--- src/rtl/cv_ctrl_pkg.sv ---
// Shared constants for the ColecoVision controller-port front end: keypad codes,
// joystick bit positions and the quadrature phase type with its step helpers.
package cv_ctrl_pkg;

  localparam int unsigned JOY_U_C      = 0;
  localparam int unsigned JOY_D_C      = 1;
  localparam int unsigned JOY_L_C      = 2;
  localparam int unsigned JOY_R_C      = 3;
  localparam int unsigned JOY_FIRE1_C  = 4;
  localparam int unsigned JOY_FIRE2_C  = 5;
  localparam int unsigned JOY_STAR_C   = 6;
  localparam int unsigned JOY_HASH_C   = 7;
  localparam int unsigned JOY_KEY0_C   = 8;
  localparam int unsigned JOY_PURPLE_C = 18;
  localparam int unsigned JOY_BLUE_C   = 19;

  // Pin codes as {p1,p2,p3,p4}; 4'b1111 means no key.
  localparam logic [3:0] cv_key_0_c      = 4'b0011;
  localparam logic [3:0] cv_key_1_c      = 4'b1110;
  localparam logic [3:0] cv_key_2_c      = 4'b1101;
  localparam logic [3:0] cv_key_3_c      = 4'b0110;
  localparam logic [3:0] cv_key_4_c      = 4'b0001;
  localparam logic [3:0] cv_key_5_c      = 4'b1001;
  localparam logic [3:0] cv_key_6_c      = 4'b0111;
  localparam logic [3:0] cv_key_7_c      = 4'b1100;
  localparam logic [3:0] cv_key_8_c      = 4'b1000;
  localparam logic [3:0] cv_key_9_c      = 4'b1011;
  localparam logic [3:0] cv_key_star_c   = 4'b1010;
  localparam logic [3:0] cv_key_hash_c   = 4'b0101;
  localparam logic [3:0] cv_key_purple_c = 4'b0010;
  localparam logic [3:0] cv_key_blue_c   = 4'b0100;
  localparam logic [3:0] cv_key_none_c   = 4'b1111;

  localparam int unsigned NUM_KEYS_C = 14;

  // Index order is also priority order, index 0 highest.
  localparam logic [3:0] KEY_CODES_C [NUM_KEYS_C] = '{
    cv_key_0_c, cv_key_1_c, cv_key_2_c, cv_key_3_c, cv_key_4_c,
    cv_key_5_c, cv_key_6_c, cv_key_7_c, cv_key_8_c, cv_key_9_c,
    cv_key_star_c, cv_key_hash_c, cv_key_purple_c, cv_key_blue_c
  };

  typedef logic [1:0] phase_t;
  localparam phase_t PH_IDLE = 2'b11;

  function automatic logic [3:0] key_code(input logic [NUM_KEYS_C-1:0] keys);
    logic [3:0] code;
    code = cv_key_none_c;
    for (int k = NUM_KEYS_C - 1; k >= 0; k--) begin
      code = keys[k] ? KEY_CODES_C[k] : code;
    end
    return code;
  endfunction

  // Forward walk of (A,B): 11 -> 01 -> 00 -> 10 -> 11.
  function automatic phase_t phase_fwd(input phase_t ph);
    phase_t nxt;
    case (ph)
      2'b11:   nxt = 2'b01;
      2'b01:   nxt = 2'b00;
      2'b00:   nxt = 2'b10;
      2'b10:   nxt = 2'b11;
      default: nxt = PH_IDLE;
    endcase
    return nxt;
  endfunction

  function automatic phase_t phase_rev(input phase_t ph);
    phase_t nxt;
    case (ph)
      2'b11:   nxt = 2'b10;
      2'b10:   nxt = 2'b00;
      2'b00:   nxt = 2'b01;
      2'b01:   nxt = 2'b11;
      default: nxt = PH_IDLE;
    endcase
    return nxt;
  endfunction

endpackage

--- src/rtl/cv_ctrl_ports_if.sv ---
// Bundle of frontend inputs and controller pins shared between the frontend
// (master) and the controller-port block (slave).
interface cv_ctrl_ports_if #(
  parameter int NUM_PORTS = 2
);
  logic [NUM_PORTS-1:0][31:0] joystick;
  logic [NUM_PORTS-1:0][8:0]  spinner;
  logic [NUM_PORTS-1:0]       spin_en;
  logic [NUM_PORTS-1:0]       ctrl_p5_n;
  logic [NUM_PORTS-1:0]       ctrl_p8_n;
  logic [NUM_PORTS-1:0][3:0]  ctrl_p1_4;
  logic [NUM_PORTS-1:0]       ctrl_p6;
  logic [NUM_PORTS-1:0]       ctrl_p7;
  logic [NUM_PORTS-1:0]       ctrl_p9;

  modport master (
    output joystick, spinner, spin_en, ctrl_p5_n, ctrl_p8_n,
    input  ctrl_p1_4, ctrl_p6, ctrl_p7, ctrl_p9
  );

  modport slave (
    input  joystick, spinner, spin_en, ctrl_p5_n, ctrl_p8_n,
    output ctrl_p1_4, ctrl_p6, ctrl_p7, ctrl_p9
  );
endinterface

--- src/rtl/cv_spin_quad.sv ---
// Per-port spinner emulation: saturating movement accumulator drained one count
// per quadrature step, with steps paced by a ce_10m7 divider.
module cv_spin_quad
  import cv_ctrl_pkg::*;
#(
  parameter int SPIN_DIV = 64,
  parameter int ACC_MAX  = 127
) (
  input  logic       clk_sys,
  input  logic       reset,
  input  logic       ce_10m7,
  input  logic       spin_en,
  input  logic [8:0] spinner,
  output logic       quad_a,
  output logic       quad_b
);

  localparam int ACC_W = $clog2(ACC_MAX + 1) + 1;
  localparam int CNT_W = $clog2(SPIN_DIV);
  localparam int SUM_W = ACC_W + 10;

  logic signed [ACC_W-1:0] acc_r, acc_nxt_s;
  logic [CNT_W-1:0]        cnt_r, cnt_nxt_s;
  phase_t                  phase_r, phase_nxt_s;
  logic                    tog_r;

  logic                    new_s, tc_s, step_s;
  logic signed [SUM_W-1:0] acc_ext_s, delta_s, dir_s, sum_s, max_s;

  // Step decision, accumulator update with single saturation, phase advance
  always_comb begin
    new_s     = spinner[8] ^ tog_r;
    tc_s      = ce_10m7 && (cnt_r == CNT_W'(SPIN_DIV - 1));
    step_s    = tc_s && (acc_r != '0);
    acc_ext_s = SUM_W'(acc_r);
    delta_s   = SUM_W'($signed(spinner[7:0]));
    max_s     = SUM_W'(ACC_MAX);
    dir_s     = '0;
    if (step_s) begin
      dir_s = acc_r[ACC_W-1] ? {SUM_W{1'b1}} : SUM_W'(1);
    end else begin
      dir_s = '0;
    end
    sum_s = new_s ? (acc_ext_s + delta_s - dir_s) : (acc_ext_s - dir_s);

    acc_nxt_s = '0;
    if (sum_s > max_s) begin
      acc_nxt_s = ACC_W'(max_s);
    end else if (sum_s < -max_s) begin
      acc_nxt_s = ACC_W'(-max_s);
    end else begin
      acc_nxt_s = ACC_W'(sum_s);
    end

    cnt_nxt_s = cnt_r;
    if (ce_10m7) begin
      cnt_nxt_s = tc_s ? '0 : cnt_r + CNT_W'(1);
    end else begin
      cnt_nxt_s = cnt_r;
    end

    phase_nxt_s = phase_r;
    if (step_s) begin
      phase_nxt_s = acc_r[ACC_W-1] ? phase_rev(phase_r) : phase_fwd(phase_r);
    end else begin
      phase_nxt_s = phase_r;
    end
  end

  // Spinner state; the toggle copy always follows its input when not sampling
  always_ff @(posedge clk_sys) begin
    if (reset || !spin_en) begin
      acc_r   <= '0;
      cnt_r   <= '0;
      phase_r <= PH_IDLE;
      tog_r   <= spinner[8];
    end else begin
      acc_r   <= acc_nxt_s;
      cnt_r   <= cnt_nxt_s;
      phase_r <= phase_nxt_s;
      tog_r   <= spinner[8];
    end
  end

  assign quad_a = phase_r[1];
  assign quad_b = phase_r[0];

endmodule

--- src/rtl/cv_ctrl_ports.sv ---
// Controller-port front end: keypad/joystick leg mux into registered pins 1-4/6,
// plus one spinner quadrature emulator per port on pins 7/9.
module cv_ctrl_ports
  import cv_ctrl_pkg::*;
#(
  parameter int NUM_PORTS = 2,
  parameter int SPIN_DIV  = 64,
  parameter int ACC_MAX   = 127
) (
  input  logic           clk_sys,
  input  logic           reset,
  input  logic           ce_10m7,
  cv_ctrl_ports_if.slave bus
);

  for (genvar i = 0; i < NUM_PORTS; i++) begin : g_port
    logic [NUM_KEYS_C-1:0] keys_s;
    logic [4:0]            key_leg_s, joy_leg_s, leg_s;
    logic [3:0]            p1_4_r;
    logic                  p6_r;
    logic                  quad_a_s, quad_b_s;
    logic                  unused_s;

    // Legs are {p1,p2,p3,p4,p6}; a deselected leg is all ones so the AND ignores it
    always_comb begin
      keys_s = {bus.joystick[i][JOY_BLUE_C], bus.joystick[i][JOY_PURPLE_C],
                bus.joystick[i][JOY_HASH_C], bus.joystick[i][JOY_STAR_C],
                bus.joystick[i][JOY_KEY0_C +: 10]};
      key_leg_s = 5'b11111;
      if (!bus.ctrl_p5_n[i]) begin
        key_leg_s = {key_code(keys_s), ~bus.joystick[i][JOY_FIRE2_C]};
      end else begin
        key_leg_s = 5'b11111;
      end
      joy_leg_s = 5'b11111;
      if (!bus.ctrl_p8_n[i]) begin
        joy_leg_s = ~{bus.joystick[i][JOY_U_C], bus.joystick[i][JOY_D_C],
                      bus.joystick[i][JOY_L_C], bus.joystick[i][JOY_R_C],
                      bus.joystick[i][JOY_FIRE1_C]};
      end else begin
        joy_leg_s = 5'b11111;
      end
      leg_s = key_leg_s & joy_leg_s;
    end

    // Pin output registers
    always_ff @(posedge clk_sys) begin
      if (reset) begin
        p1_4_r <= 4'b1111;
        p6_r   <= 1'b1;
      end else begin
        p1_4_r <= leg_s[4:1];
        p6_r   <= leg_s[0];
      end
    end

    cv_spin_quad #(
      .SPIN_DIV (SPIN_DIV),
      .ACC_MAX  (ACC_MAX)
    ) u_spin (
      .clk_sys (clk_sys),
      .reset   (reset),
      .ce_10m7 (ce_10m7),
      .spin_en (bus.spin_en[i]),
      .spinner (bus.spinner[i]),
      .quad_a  (quad_a_s),
      .quad_b  (quad_b_s)
    );

    assign bus.ctrl_p1_4[i] = p1_4_r;
    assign bus.ctrl_p6[i]   = p6_r;
    assign bus.ctrl_p7[i]   = quad_a_s;
    assign bus.ctrl_p9[i]   = quad_b_s;
    assign unused_s         = &{1'b0, bus.joystick[i][31:20]};
  end

endmodule

--- src/flat_wrapper.sv ---
// flat-port wrapper written by rule: the top's interface ports become plain ports
module cv_ctrl_ports_flat import cv_ctrl_pkg::*;
#(
  parameter int NUM_PORTS = 2,
  parameter int SPIN_DIV  = 64,
  parameter int ACC_MAX   = 127
)
  (clk_sys, reset, ce_10m7, bus_joystick, bus_spinner, bus_spin_en, bus_ctrl_p5_n, bus_ctrl_p8_n, bus_ctrl_p1_4, bus_ctrl_p6, bus_ctrl_p7, bus_ctrl_p9);
  cv_ctrl_ports_if #(.NUM_PORTS(NUM_PORTS)) bus_i ();
  input  logic clk_sys;
  input  logic reset;
  input  logic ce_10m7;
  input wire logic [$bits(bus_i.joystick)-1:0] bus_joystick;
  input wire logic [$bits(bus_i.spinner)-1:0] bus_spinner;
  input wire logic [$bits(bus_i.spin_en)-1:0] bus_spin_en;
  input wire logic [$bits(bus_i.ctrl_p5_n)-1:0] bus_ctrl_p5_n;
  input wire logic [$bits(bus_i.ctrl_p8_n)-1:0] bus_ctrl_p8_n;
  output wire logic [$bits(bus_i.ctrl_p1_4)-1:0] bus_ctrl_p1_4;
  output wire logic [$bits(bus_i.ctrl_p6)-1:0] bus_ctrl_p6;
  output wire logic [$bits(bus_i.ctrl_p7)-1:0] bus_ctrl_p7;
  output wire logic [$bits(bus_i.ctrl_p9)-1:0] bus_ctrl_p9;
  assign bus_i.joystick = bus_joystick;
  assign bus_i.spinner = bus_spinner;
  assign bus_i.spin_en = bus_spin_en;
  assign bus_i.ctrl_p5_n = bus_ctrl_p5_n;
  assign bus_i.ctrl_p8_n = bus_ctrl_p8_n;
  assign bus_ctrl_p1_4 = bus_i.ctrl_p1_4;
  assign bus_ctrl_p6 = bus_i.ctrl_p6;
  assign bus_ctrl_p7 = bus_i.ctrl_p7;
  assign bus_ctrl_p9 = bus_i.ctrl_p9;
  cv_ctrl_ports #(.NUM_PORTS(NUM_PORTS), .SPIN_DIV(SPIN_DIV), .ACC_MAX(ACC_MAX)) u_core (.clk_sys(clk_sys), .reset(reset), .ce_10m7(ce_10m7), .bus(bus_i));
endmodule
--- config.mk ---
export PLATFORM = sky130hd
export DESIGN_NAME = cv_ctrl_ports_flat
export DESIGN_NICKNAME = d
export VERILOG_FILES = /design/src/rtl/cv_ctrl_pkg.sv /design/src/rtl/cv_ctrl_ports_if.sv /design/src/rtl/cv_spin_quad.sv /design/src/rtl/cv_ctrl_ports.sv /design/src/flat_wrapper.sv
export SDC_FILE = /design/constraint.sdc
export NUM_CORES = 1
export LEC_CHECK = 0
export BUFFER_PORTS_ARGS = -buffer_cell sky130_fd_sc_hd__buf_2
export CORE_ASPECT_RATIO = 1.2
export CORE_MARGIN = 8
export CORE_UTILIZATION = 58
export DETAILED_ROUTE_END_ITERATION = 10
export PLACE_DENSITY = 0.9
export SKIP_LAST_GASP = 1
export SYNTH_ARGS = -nofsm -noshare
export SYNTH_HDL_FRONTEND = slang
export SYNTH_SLANG_ARGS = --single-unit
--- constraint.sdc ---
create_clock -name clk_sys -period 7.9 [get_ports clk_sys]
set_input_delay 1.58 -clock clk_sys [delete_from_list [all_inputs] [get_ports clk_sys]]
set_output_delay 1.58 -clock clk_sys [all_outputs]
set_load 0.05 [all_outputs]
==> flow_summary_export.csv <==
group,metric,value,unit
run_status,outcome,"completed",
placed_design,dp.final_hpwl,9490,um
sta,relSlewSlack,23.1,%
setup_path,critPathTopFamily,"simple AND/OR/NAND/NOR gates",
synthesis,ys_seq_elements,44,
setup_path,cp.required,8.09,ns
synthesis,ys.flop_type,"dfxtp_1",
clock_tree,numCtsBuffers,5,
floorplan,die_y,114,um
detailed_routing,dr.pass1.iters,4,
placed_design,numPortBuffers,80,
synthesis,syn_nets,757,
floorplan,die_w,97.9,um
floorplan,initial_core_util,58.5,%
setup_path,crit_type,"primary input to register",
setup_path,end_kind,"register",
placed_design,placed_cells,761,
layout,final.fill_count,698,
sta,fmax,0.159,GHz
layout,final_cell_count_no_fill,770,
setup_path,cp_slowest_cell,"fa_1",
clock_tree,cts.path.max_buffers,2,
grt,globalRouteOverflowTotal,0,
layout,area_growth,11.7,%
setup_path,critPathLaunchType,"primary input",
grt,antenna_found_initial,0,
setup_path,critPathLaunch,"ce_10m7",
setup_path,worstPathArrival,6.48,ns
min_path,hp-class,"register to register",
setup_path,cpPeakStageDelay,0.49,ns
detailed_routing,drt-initial-drc-count,259,
sta,worstMarginPinSlew,1.15,ns
sta,drv_slew,0,
detailed_routing,ant_nets,0,
detailed_routing,wl_per_cell,14.9,um
grt,track_usage,20.1,%
min_path,min-delay-start,"u_core.g_port[1].u_spin.cnt_r[1]",
sta,setup_viol,0,
floorplan,pin_count,105,
floorplan,die-area,11200,um2
grt,grt_max_degree,27,
layout,fin_nets,826,
clock_tree,insertion_delay,0.30,ns
detailed_routing,finalWirelength,11500,um
layout,mostFrequentLayoutCell,"buf_2",
sta,rsz0062_at_grt,"false",
detailed_routing,vias,4572,
synthesis,synth_edf_count,0,
placed_design,place_congestion,0.890,
layout,drive_gt1_share,14.7,%
sta,fin_crit_sh,79.7,%
floorplan,core,7970,um2
clock_tree,clkTransAtPathRegs,0.09,ns
synthesis,synth_cell_types,63,
synthesis,yosys_warnings,0,
synthesis,synth_area,4660,um2
clock_tree,cts_root_buf,"clkbuf_8",
floorplan,num_rows,36,
flow_run,maxCapViolations,0,
setup_path,cp_cell_sequence,"buf_2 -> nand3_1 -> nor2_1 -> nand2_1 -> inv_1 -> fa_1 -> inv_1 -> ha_1 -> nand2b_1 -> a211oi_1 -> o41ai_1 -> nand2b_1 -> fa_1 -> nand3b_1 -> a32oi_1 -> o2111ai_1 -> or3b_1 -> o311a_1",
setup_path,r2r-start,"u_core.g_port[1].u_spin.cnt_r[0]",
power,power.density,226,nW/um2
power,vdd_drop_max,0.138,mV
detailed_routing,remaining_drc_errors,0,
sta,setup_tns,0,ns
clock_tree,cts_tree,"built",
clock_tree,cts_setup_buffers,0,
synthesis,ys_seq_area_share,18.9,%
clock_tree,cts_hold_buf,0,
clock_tree,ctsResizeCount,0,
sta,fin_skew,0.0127,ns
detailed_routing,via_per_inst,5.94,
synthesis,syn_avg_cell_area,7.72,um2
grt,grt_pass1_vias,4572,
clock_tree,cts_sinks,44,
sta,fin_crit,6.29,ns
setup_path,crit_buf_inv,3,
sta,whs,0.504,ns
setup_path,crit_fanout,14,
layout,most-common-layout-cells,"buf_2, nor2_1, inv_1",
synthesis,syn_inst,604,
sta,hold_violations,0,
clock_tree,htree_levels,2,
grt,grt_pass1_wl,19200,um
power,p_leak,2.29,nW
synthesis,async_flop_share,0,%
## final timing paths
| check | endpoint | slack (ns) | depth (start not counted) |
|---|---|---|---|
| setup / recovery | u_core.g_port[1].u_spin.acc_r[0] | 1.61 | 18 |
| setup reg to reg | u_core.g_port[1].u_spin.acc_r[0] | 2.54 | 18 |
| hold / removal | u_core.g_port[1].u_spin.cnt_r[1] | 0.50 | 2 |
| hold reg to reg | u_core.g_port[1].u_spin.cnt_r[1] | 0.50 | 2 |
## state kept, by name (all words and copies together), names as in the netlist
name	flops
u_core.g_port.u_spin.tog_r	2
u_core.g_port.p6_r	2
u_core.g_port.u_spin.cnt_r	12
u_core.g_port.p1_4_r	8
u_core.g_port.u_spin.acc_r	16
u_core.g_port.u_spin.phase_r	4
## routing by layer
layer | GRT usage [%] | vias up | part of all wire (%)
met5 | 0 | - | 0
met4 | 9.17 | 0 | 3.2
met3 | 2.92 | 31 | 3.5
met2 | 39.0 | 113 | 54
met1 | 20.7 | 2145 | 40
li1 | - | 2283 | -
## power breakdown
part / leakage, nW / switching [mW] / internal [mW] / total (mW)
Combinational: 1.87 / 0.426 / 0.307 / 0.733
Clock: 0.0548 / 0.0801 / 0.0952 / 0.175
Sequential: 0.361 / 0.0241 / 0.243 / 0.267
Total: 2.29 / 0.530 / 0.645 / 1.18
## cells in the mapped netlist (3+ instances only)
| master | number | share of area, % |
|---|---|---|
| a2111oi_0 | 5 | 0.94 |
| a211o_1 | 3 | 0.56 |
| a211oi_1 | 11 | 1.8 |
| a21o_1 | 13 | 2.1 |
| a21oi_1 | 29 | 3.1 |
| a311oi_1 | 4 | 0.75 |
| a31oi_1 | 8 | 1.1 |
| buf_2 | 4 | 0.43 |
| buf_4 | 6 | 0.97 |
| clkbuf_1 | 7 | 0.56 |
| dfxtp_1 | 44 | 19 |
| fa_1 | 20 | 8.6 |
| ha_1 | 42 | 11 |
| inv_1 | 66 | 5.3 |
| mux2i_1 | 8 | 1.7 |
| nand2_1 | 34 | 2.7 |
| nand2b_1 | 27 | 3.6 |
| nand3_1 | 14 | 1.5 |
| nand3b_1 | 5 | 0.81 |
| nand4_1 | 7 | 0.94 |
| nor2_1 | 68 | 5.5 |
| nor2b_1 | 11 | 1.5 |
| nor3_1 | 15 | 1.6 |
| nor3b_1 | 9 | 1.4 |
| nor4_1 | 3 | 0.40 |
| o211ai_1 | 14 | 2.3 |
| o21a_1 | 6 | 0.97 |
| o21ai_0 | 39 | 4.2 |
| o21bai_1 | 6 | 0.97 |
| o22ai_1 | 9 | 1.2 |
| o31ai_1 | 4 | 0.64 |
| xnor2_1 | 10 | 1.9 |
| xor2_1 | 12 | 2.3 |
## per-stage QoR
stage | setup slack, ns | cell area [um2] | total power, mW | utilization [%]
floorplan | 2.44 | 4660 | 0.829 | -
global placement | 1.45 | 5090 | 0.950 | 63.9
detailed placement | 1.33 | 5090 | 0.988 | 63.9
CTS | 1.61 | 5210 | 1.17 | 65.3
global route | 1.22 | 5210 | 1.28 | 65.3
finish | 1.61 | 5210 | 1.18 | 65.3
## cells by family (layout without fill, tap and decap cells)
kind of cell,count (synthesis),count (layout),share of synthesized area [%]
buffers and inverters,85,155,7.43
xor gates and xnor gates,24,24,4.83
muxes,9,9,1.96
adders and majority gates,62,62,19.9
other,0,1,0
and+or+nand+nor,211,211,23.0
DFF,44,44,18.9
AOI/OAI and AO/OA,169,169,24.0
## layout make-up
type / instances / area (um2) / area share [%]
Sequential cell: 44 / 881 / 16.9
Inverter: 66 / 248 / 4.76
Timing Repair Buffer: 81 / 408 / 7.83
Antenna cell: 1 / 2.50 / 0.0480
Clock inverter: 3 / 46.3 / 0.889
Tap cell: 95 / 119 / 2.28
Clock buffer: 5 / 68.8 / 1.32
Multi-Input combinational cell: 475 / 3440 / 66.0
## worst min-delay path: stages, from the launching register on
cell and delay [ns]:
dfxtp_1 0.34, nand2b_1 0.07, a21oi_1 0.06
Note: power is estimated with default switching activity, not from simulation.
